--- src/rtl/pe_act_receiver.sv ---
// Receive end of the PE activation broadcast path.
// Buffers router flits in a 2-entry FIFO, pushes non-zero activations into the
// PE activation queue, and tracks per-source FIN tokens to signal the end of a layer.
//
// state | meaning
// IDLE  | waiting for pe_start_calc; no flits accepted
// RECV  | accepting flits and draining the head one per cycle
// DONE  | every source has finished; fin_broadcast pulses for this one cycle
module pe_act_receiver #(
    parameter int PE_IDX     = 0,
    parameter int NUM_PE     = 16,
    parameter int ADDR_WIDTH = 4,
    parameter int IDX_WIDTH  = 11,
    parameter int DATA_WIDTH = 16
) (
    input  logic                          clk,
    input  logic                          rst,
    input  logic                          pe_start_calc,
    input  logic                          rx_valid,
    input  logic                          rx_type,
    input  logic [ADDR_WIDTH-1:0]         rx_src,
    input  logic [IDX_WIDTH-1:0]          rx_idx,
    input  logic [DATA_WIDTH-1:0]         rx_data,
    output logic                          rx_rdy,
    input  logic                          queue_full,
    output logic                          push_act,
    output logic [IDX_WIDTH+DATA_WIDTH-1:0] act_in,
    output logic                          fin_broadcast,
    output logic                          rx_err
);

    localparam int SRC_SPACE = 1 << ADDR_WIDTH;
    localparam int ACT_W     = IDX_WIDTH + DATA_WIDTH;
    localparam int ENTRY_W   = 1 + ADDR_WIDTH + ACT_W;
    localparam logic [ADDR_WIDTH:0] NUM_PE_EXT = (ADDR_WIDTH + 1)'(NUM_PE);

    typedef enum logic [1:0] {
        IDLE = 2'd0,
        RECV = 2'd1,
        DONE = 2'd2
    } state_t;

    state_t                 state;
    state_t                 state_next;
    logic [ENTRY_W-1:0]     fifo_mem [2];
    logic                   wr_ptr;
    logic                   rd_ptr;
    logic [1:0]             count;
    logic [NUM_PE-1:0]      bitmap;
    logic [NUM_PE-1:0]      bitmap_next;
    logic [SRC_SPACE-1:0]   bitmap_ext;
    logic [ACT_W-1:0]       act_last;

    logic [ENTRY_W-1:0]     head;
    logic                   head_type;
    logic [ADDR_WIDTH-1:0]  head_src;
    logic [IDX_WIDTH-1:0]   head_idx;
    logic [DATA_WIDTH-1:0]  head_data;
    logic                   head_valid;
    logic                   head_bad;
    logic                   accept;
    logic                   pop;
    logic                   err_hit;
    logic                   fin_hit;

    assign head      = fifo_mem[rd_ptr];
    assign head_type = head[ENTRY_W-1];
    assign head_src  = head[ENTRY_W-2 -: ADDR_WIDTH];
    assign head_idx  = head[DATA_WIDTH +: IDX_WIDTH];
    assign head_data = head[DATA_WIDTH-1:0];

    // Widened copy lets any representable src index the bitmap; out-of-range bits read 0.
    assign bitmap_ext = SRC_SPACE'(bitmap);
    assign head_valid = (state == RECV) && (count != 2'd0);
    assign head_bad   = ({1'b0, head_src} >= NUM_PE_EXT) || bitmap_ext[head_src];

    // Ready depends only on registered state so the router never sees a loop through rx_valid.
    assign rx_rdy = (state == RECV) && (count != 2'd2);
    assign accept = rx_valid && rx_rdy;

    assign fin_broadcast = (state == DONE);
    assign act_in        = push_act ? {head_idx, head_data} : act_last;

    // Head decode: decide whether the head pops, pushes, flags an error or records a FIN.
    always_comb begin
        push_act = 1'b0;
        pop      = 1'b0;
        err_hit  = 1'b0;
        fin_hit  = 1'b0;
        if (head_valid) begin
            if (head_bad) begin
                pop     = 1'b1;
                err_hit = 1'b1;
            end else if (head_type) begin
                pop     = 1'b1;
                fin_hit = 1'b1;
            end else if (head_data == '0) begin
                pop = 1'b1;
            end else if (!queue_full) begin
                pop      = 1'b1;
                push_act = 1'b1;
            end
        end
    end

    // Next FIN bitmap: cleared when a layer is armed, one bit added per good FIN.
    always_comb begin
        bitmap_next = bitmap;
        if ((state == IDLE) && pe_start_calc) begin
            bitmap_next = '0;
        end else if (fin_hit) begin
            for (int i = 0; i < NUM_PE; i++) begin
                if (head_src == ADDR_WIDTH'(i)) begin
                    bitmap_next[i] = 1'b1;
                end
            end
        end
    end

    // Next-state logic.
    always_comb begin
        state_next = state;
        unique case (state)
            IDLE: if (pe_start_calc) state_next = RECV;
            RECV: if (fin_hit && (&bitmap_next)) state_next = DONE;
            DONE: state_next = IDLE;
            default: state_next = IDLE;
        endcase
    end

    // State register, FIFO pointers, bitmap, error flag and last pushed entry.
    always_ff @(posedge clk or negedge rst) begin
        if (!rst) begin
            state    <= IDLE;
            wr_ptr   <= 1'b0;
            rd_ptr   <= 1'b0;
            count    <= 2'd0;
            bitmap   <= '0;
            rx_err   <= 1'b0;
            act_last <= '0;
        end else begin
            state  <= state_next;
            bitmap <= bitmap_next;
            if (accept) wr_ptr <= ~wr_ptr;
            if (pop)    rd_ptr <= ~rd_ptr;
            case ({accept, pop})
                2'b10:   count <= count + 2'd1;
                2'b01:   count <= count - 2'd1;
                default: count <= count;
            endcase
            if (err_hit)  rx_err   <= 1'b1;
            if (push_act) act_last <= {head_idx, head_data};
        end
    end

    // FIFO storage needs no reset; count gates every read.
    always_ff @(posedge clk) begin
        if (accept) fifo_mem[wr_ptr] <= {rx_type, rx_src, rx_idx, rx_data};
    end

    // A push into a full queue would lose an activation.
    assert property (@(posedge clk) disable iff (!rst) !(push_act && queue_full))
        else $error("pe_act_receiver[%0d]: push while queue full", PE_IDX);

endmodule
--- config.mk ---
export PLATFORM = sky130hd
export DESIGN_NAME = pe_act_receiver
export DESIGN_NICKNAME = d
export VERILOG_FILES = /design/src/rtl/pe_act_receiver.sv
export SDC_FILE = /design/constraint.sdc
export NUM_CORES = 1
export LEC_CHECK = 0
export ABC_AREA = 0
export CORE_ASPECT_RATIO = 1.1
export CORE_MARGIN = 2
export CORE_UTILIZATION = 44
export CTS_BUF_LIST = sky130_fd_sc_hd__clkbuf_16
export DETAILED_ROUTE_END_ITERATION = 10
export PLACE_DENSITY = 0.72
export SETUP_SLACK_MARGIN = 0.02
export SLEW_MARGIN = 10
export SYNTH_ARGS = -nofsm -noshare
export SYNTH_HDL_FRONTEND = slang
export SYNTH_SLANG_ARGS = --single-unit
--- constraint.sdc ---
create_clock -name clk -period 6.1 [get_ports clk]
set_input_delay 0.61 -clock clk [delete_from_list [all_inputs] [get_ports clk]]
set_output_delay 0.61 -clock clk [all_outputs]
set_load 0.01 [all_outputs]
# Yosys cells after proc, flatten, opt, wreduce, memory -nomap -nowiden
# Memory sizes are Yosys's and may differ from the RTL's.
# Index checks and enable logic that the tools add are counted.
# word_totals
memories	1
inputBits	37
ram_bits	64
register_bits	50
wordCells	88
out_inout_bits	31
# op_classes
n_reduce_logical	12
n_eq_ne	22
n_bitwise	2
n_mux	41
order_cmp	1
add_sub_neg	2
# memory_table
memory	depth	word_bits	rd	rd_clocked_by_memory_dff	write_ports	line	source
fifo_mem	2	32	1	0	1	45	logic [ENTRY_W-1:0] fifo_mem [2];
# op_table
op	count
two-way mux 1 bit	33
equality test 4 bit, second input constant	8
two-way mux 16 bit	2
two-way mux 27 bit	1
equality test 4 x 3 -> 1 bit, second input constant	4
zero test 16 bit	1
AND reduction 16 bit	1
equality test 4 x 2 -> 1 bit, second input constant	2
one-hot mux 2 bit (2 select lines)	2
logical AND 1 bit	5
less-than comparator 4 x 5 -> 1 bit, second input constant	1
binary-select mux 1 bit (select 4 bit)	1
equality test 2 x 1 -> 1 bit, second input constant	2
equality test 2 bit, second input constant	2
equality test 4 x 1 -> 1 bit, second input constant	1
zero test 4 bit	1
two-way mux 2 bit	2
inequality test 2 bit, second input constant	2
nonzero test 2 bit	2
adder 2 x 1 -> 2 bit, second input constant	1
zero test 2 bit	1
inequality test 2 x 1 -> 1 bit, second input constant	1
inverter 1 bit	2
AND reduction 2 bit	1
subtractor 2 x 1 -> 2 bit, second input constant	1

# Longest topological paths before layout
# An unclocked memory read counts as a cell.
# depth
word_depth	11
mapped_depth	12
mapped_depth_nobuf	10

# Least setup slack after synthesis
# Ideal clock, no wire load.
# synth_timing
kind	reg-to-output
from	register rd_ptr
to	output act_in[10]
t_required_ns	5.490
arrival_time_ns	2.572
setup_slack_ns	2.918
path_stages_with_launch	10
n_path_buf	2
cell_sequence	dfrtp_1 buf_6 nor3b_1 o21a_1 o41ai_2 o2111ai_2 nor4_2 clkbuf_1 nor2_1 a21oi_1
# synth_via
elab_chain_cells	7
elab_cells_between_ends	9
cone_classes	mux (7); reduce/logical (1); memory (1)
# synth_lines
item	line	source
start, declared	47	logic rd_ptr;
start signal, assigned	145	if (pop) rd_ptr <= ~rd_ptr;
memory read (2 x 32 bit) (*)	n/a	
zero test 16 bit	97	end else if (head_data == '0) begin
two-way mux 1 bit	97	
two-way mux 1 bit	94	end else if (head_type) begin
two-way mux 1 bit	91	if (head_bad) begin
two-way mux 1 bit	90	if (head_valid) begin
two-way mux 27 bit (*)	n/a	
end, declared	27	output logic [IDX_WIDTH+DATA_WIDTH-1:0] act_in,
# Every way passes the cells marked *; elsewhere a longest branch is shown, timed or not. The select of a mux whose other input is x is not followed.

# Worst setup path after layout
# layout_timing
from	register rd_ptr
to	output act_in[5]
# The elaborated chain is that of the path after synthesis.

==> impl_metrics.ini <==
[timing]
skew_ns = 0.00845
grt_setup_unrepaired = no
fin_crit_sh_pct = 75.0
max_slew_margin_pct = 35.9
fmax_ghz = 0.218
hold_viol = 0
setup_tns_ns = 0
finalSetupViolations = 0
drv_slew = 0
worst_pin_slew_ns = 0.959
min_period_ns = 4.58

[floorplan]
io_pins = 68
die-area_um2 = 11900
rows = 40
die_w_um = 104
die_h_um = 114
core_um2 = 10800
start_util_pct = 44.9

[setup_path]
cp-end-kind = primary output
crit_path_start = rd_ptr
reg2reg_from = rd_ptr
reg2reg_setup_slack_ns = 2.57
cp.required_ns = 5.49
setup.worst_path.class = reg -> out
cp.arrival_ns = 3.97
critPathLaunchType = flip-flop
cp_max_fo = 55

[yosys]
ys_seq_area_share_pct = 65.4
syn_area_per_cell_um2 = 12.8
synth_common_cells = edfxtp_1 (64), dfrtp_1 (50), nor2_1 (47), a21oi_1 (44), mux2i_1 (30)
synth.area.top_cells = edfxtp_1 (40%), dfrtp_1 (26%), mux2i_1 (6.2%)
synth_flop_cell = edfxtp_1
synth_edf_count = 64
synthDistinctLibCells = 51
synth_most_common_cell = edfxtp_1
ys.warnings.count = 0
syn_inst = 380
syn_nets = 418
yosys.area.top_type_share_pct = 39.6
async_flop_share_pct = 43.9
synth_area_um2 = 4850
ys_ff_latch = 114
synth_top_area_cell = edfxtp_1

[power_and_ir_drop]
max-vdd-ir-drop_v = 0.000343
power_leakage_nw = 2.34
power_density_nw_per_um2 = 536

[global_route]
grt_max_degree = 56
grt_overflow = 0
antenna_found_initial = 0
grt_pass1_vias = 3405
grt_pass1_wl_um = 16100
grtUsageTotal_pct = 17.8

[run_status]
status = finished clean

[place]
postPlaceCellArea_um2 = 5650
hpwl_um = 6990
gp_congestion = 0.988
io_buffers = 67

[drt]
drc = 0
ant_nets = 0
via_per_inst = 5.44
drt_iter0_markers = 186
vias = 3320
wl_per_cell_um = 16.5
first_pass_iters = 4
routed_wl_um = 10100

[clock_tree]
cts_resized = 0
cts_sinks = 114
cts_tree = done
cts_root_buffer = clkbuf_16
post_cts_buffers = 0
path_clk_slew_ns = 0.05
htree_levels = 4
clockBufferDepth = 2
numCtsBuffers = 17
hold_buffers = 0
clock_latency_ns = 0.40

[finish]
design_area_um2 = 6160
drive_gt1_share_pct = 8.42
num_antenna_cells = 0
syn2layout_area_growth_pct = 27.1
nets = 488

[worst_hold_path]
hold_path.class = in -> async

[job]
maxCapViolCount = 0
cells in the final DEF, fill, tap and decap left out, types with 4 or more instances in the layout:
cell type	count
buf_4	4
edfxtp_1	64
clkdlybuf4s50_1	66
a21oi_1	44
mux2i_1	30
nand2b_1	6
nand2_1	13
o21a_1	14
o32ai_1	4
clkinv_2	4
inv_1	13
nor2_1	46
dfrtp_1	49
clkbuf_16	17
o22ai_1	4
nor4_1	11
nor3_1	11
layer usage:
metal	vias up	GRT usage [%]	wire [um]
li1	1576	-	-
met3	23	5.86	483
met5	-	0	0
met2	106	31.5	5230
met1	1615	19.7	4110
met4	0	7.75	268
cell families (layout without fill, tap and decap cells):
kind of cell	count (synthesis)	in the layout	share of synthesized area [%]
xor+xnor	5	5	0.903
flops	114	114	65.4
simple gates	111	111	11.5
fa+ha+maj	1	1	0.258
mux	30	30	6.19
buf+inv	26	109	2.55
compound gates	93	93	13.2
where the power goes:
part / internal, mW / switching [mW] / total [mW]
registers: 1.09 / 0.181 / 1.28
logic: 0.552 / 0.633 / 1.19
clock network: 0.540 / 0.306 / 0.846
worst max-delay path, stage by stage (launching register included):
cell,delay (ns)
dfrtp_2,0.73
nand2b_1,0.33
o22ai_1,0.13
o41ai_2,0.43
o2111ai_2,0.28
nor4_4,0.27
buf_4,0.46
nor2_1,0.08
a21oi_1,0.22
clkdlybuf4s50_1,0.58
flip-flops by register name (all words and copies together) (netlist names):
| signal | count |
|---|---|
| rd_ptr | 1 |
| state | 2 |
| bitmap | 16 |
| act_last | 27 |
| rx_err | 1 |
| wr_ptr | 1 |
| count | 2 |
| fifo_mem | 64 |
metrics by stage:
stage | setup slack, ns | utilization, % | total power [mW] | instances | hold WS [ns]
finish | 1.52 | 57.0 | 3.31 | 610 | 0.335
CTS | 1.52 | 57.0 | 3.32 | 610 | 0.353
global route | 1.27 | 57.0 | 3.50 | 610 | 0.382
global placement | 2.02 | 52.2 | 2.46 | 578 | 0.481
floorplan | 2.92 | - | 1.98 | 380 | 0.314
detailed placement | 1.98 | 52.2 | 2.47 | 578 | 0.486
cell type report:
cell class                 count  area, um2
fill                         883       4650
sequential                   114       3170
tap                          147        184
inverter                       6       22.5
clock buffer                  17        425
multi-input combinational    240       1570
clock inverter                15       91.3
timing repair buffer          71        696
worst paths after layout:
check                              endpoint  depth (start not counted)
max in group asynchronous            rd_ptr                          2
worst min-delay path            act_last[8]                          2
worst max register to register     state[0]                          7
min in group clk                   count[1]                          1
worst min register to register     count[1]                          1
worst max-delay path              act_in[5]                          9
Note: power is estimated with default switching activity, not from simulation.
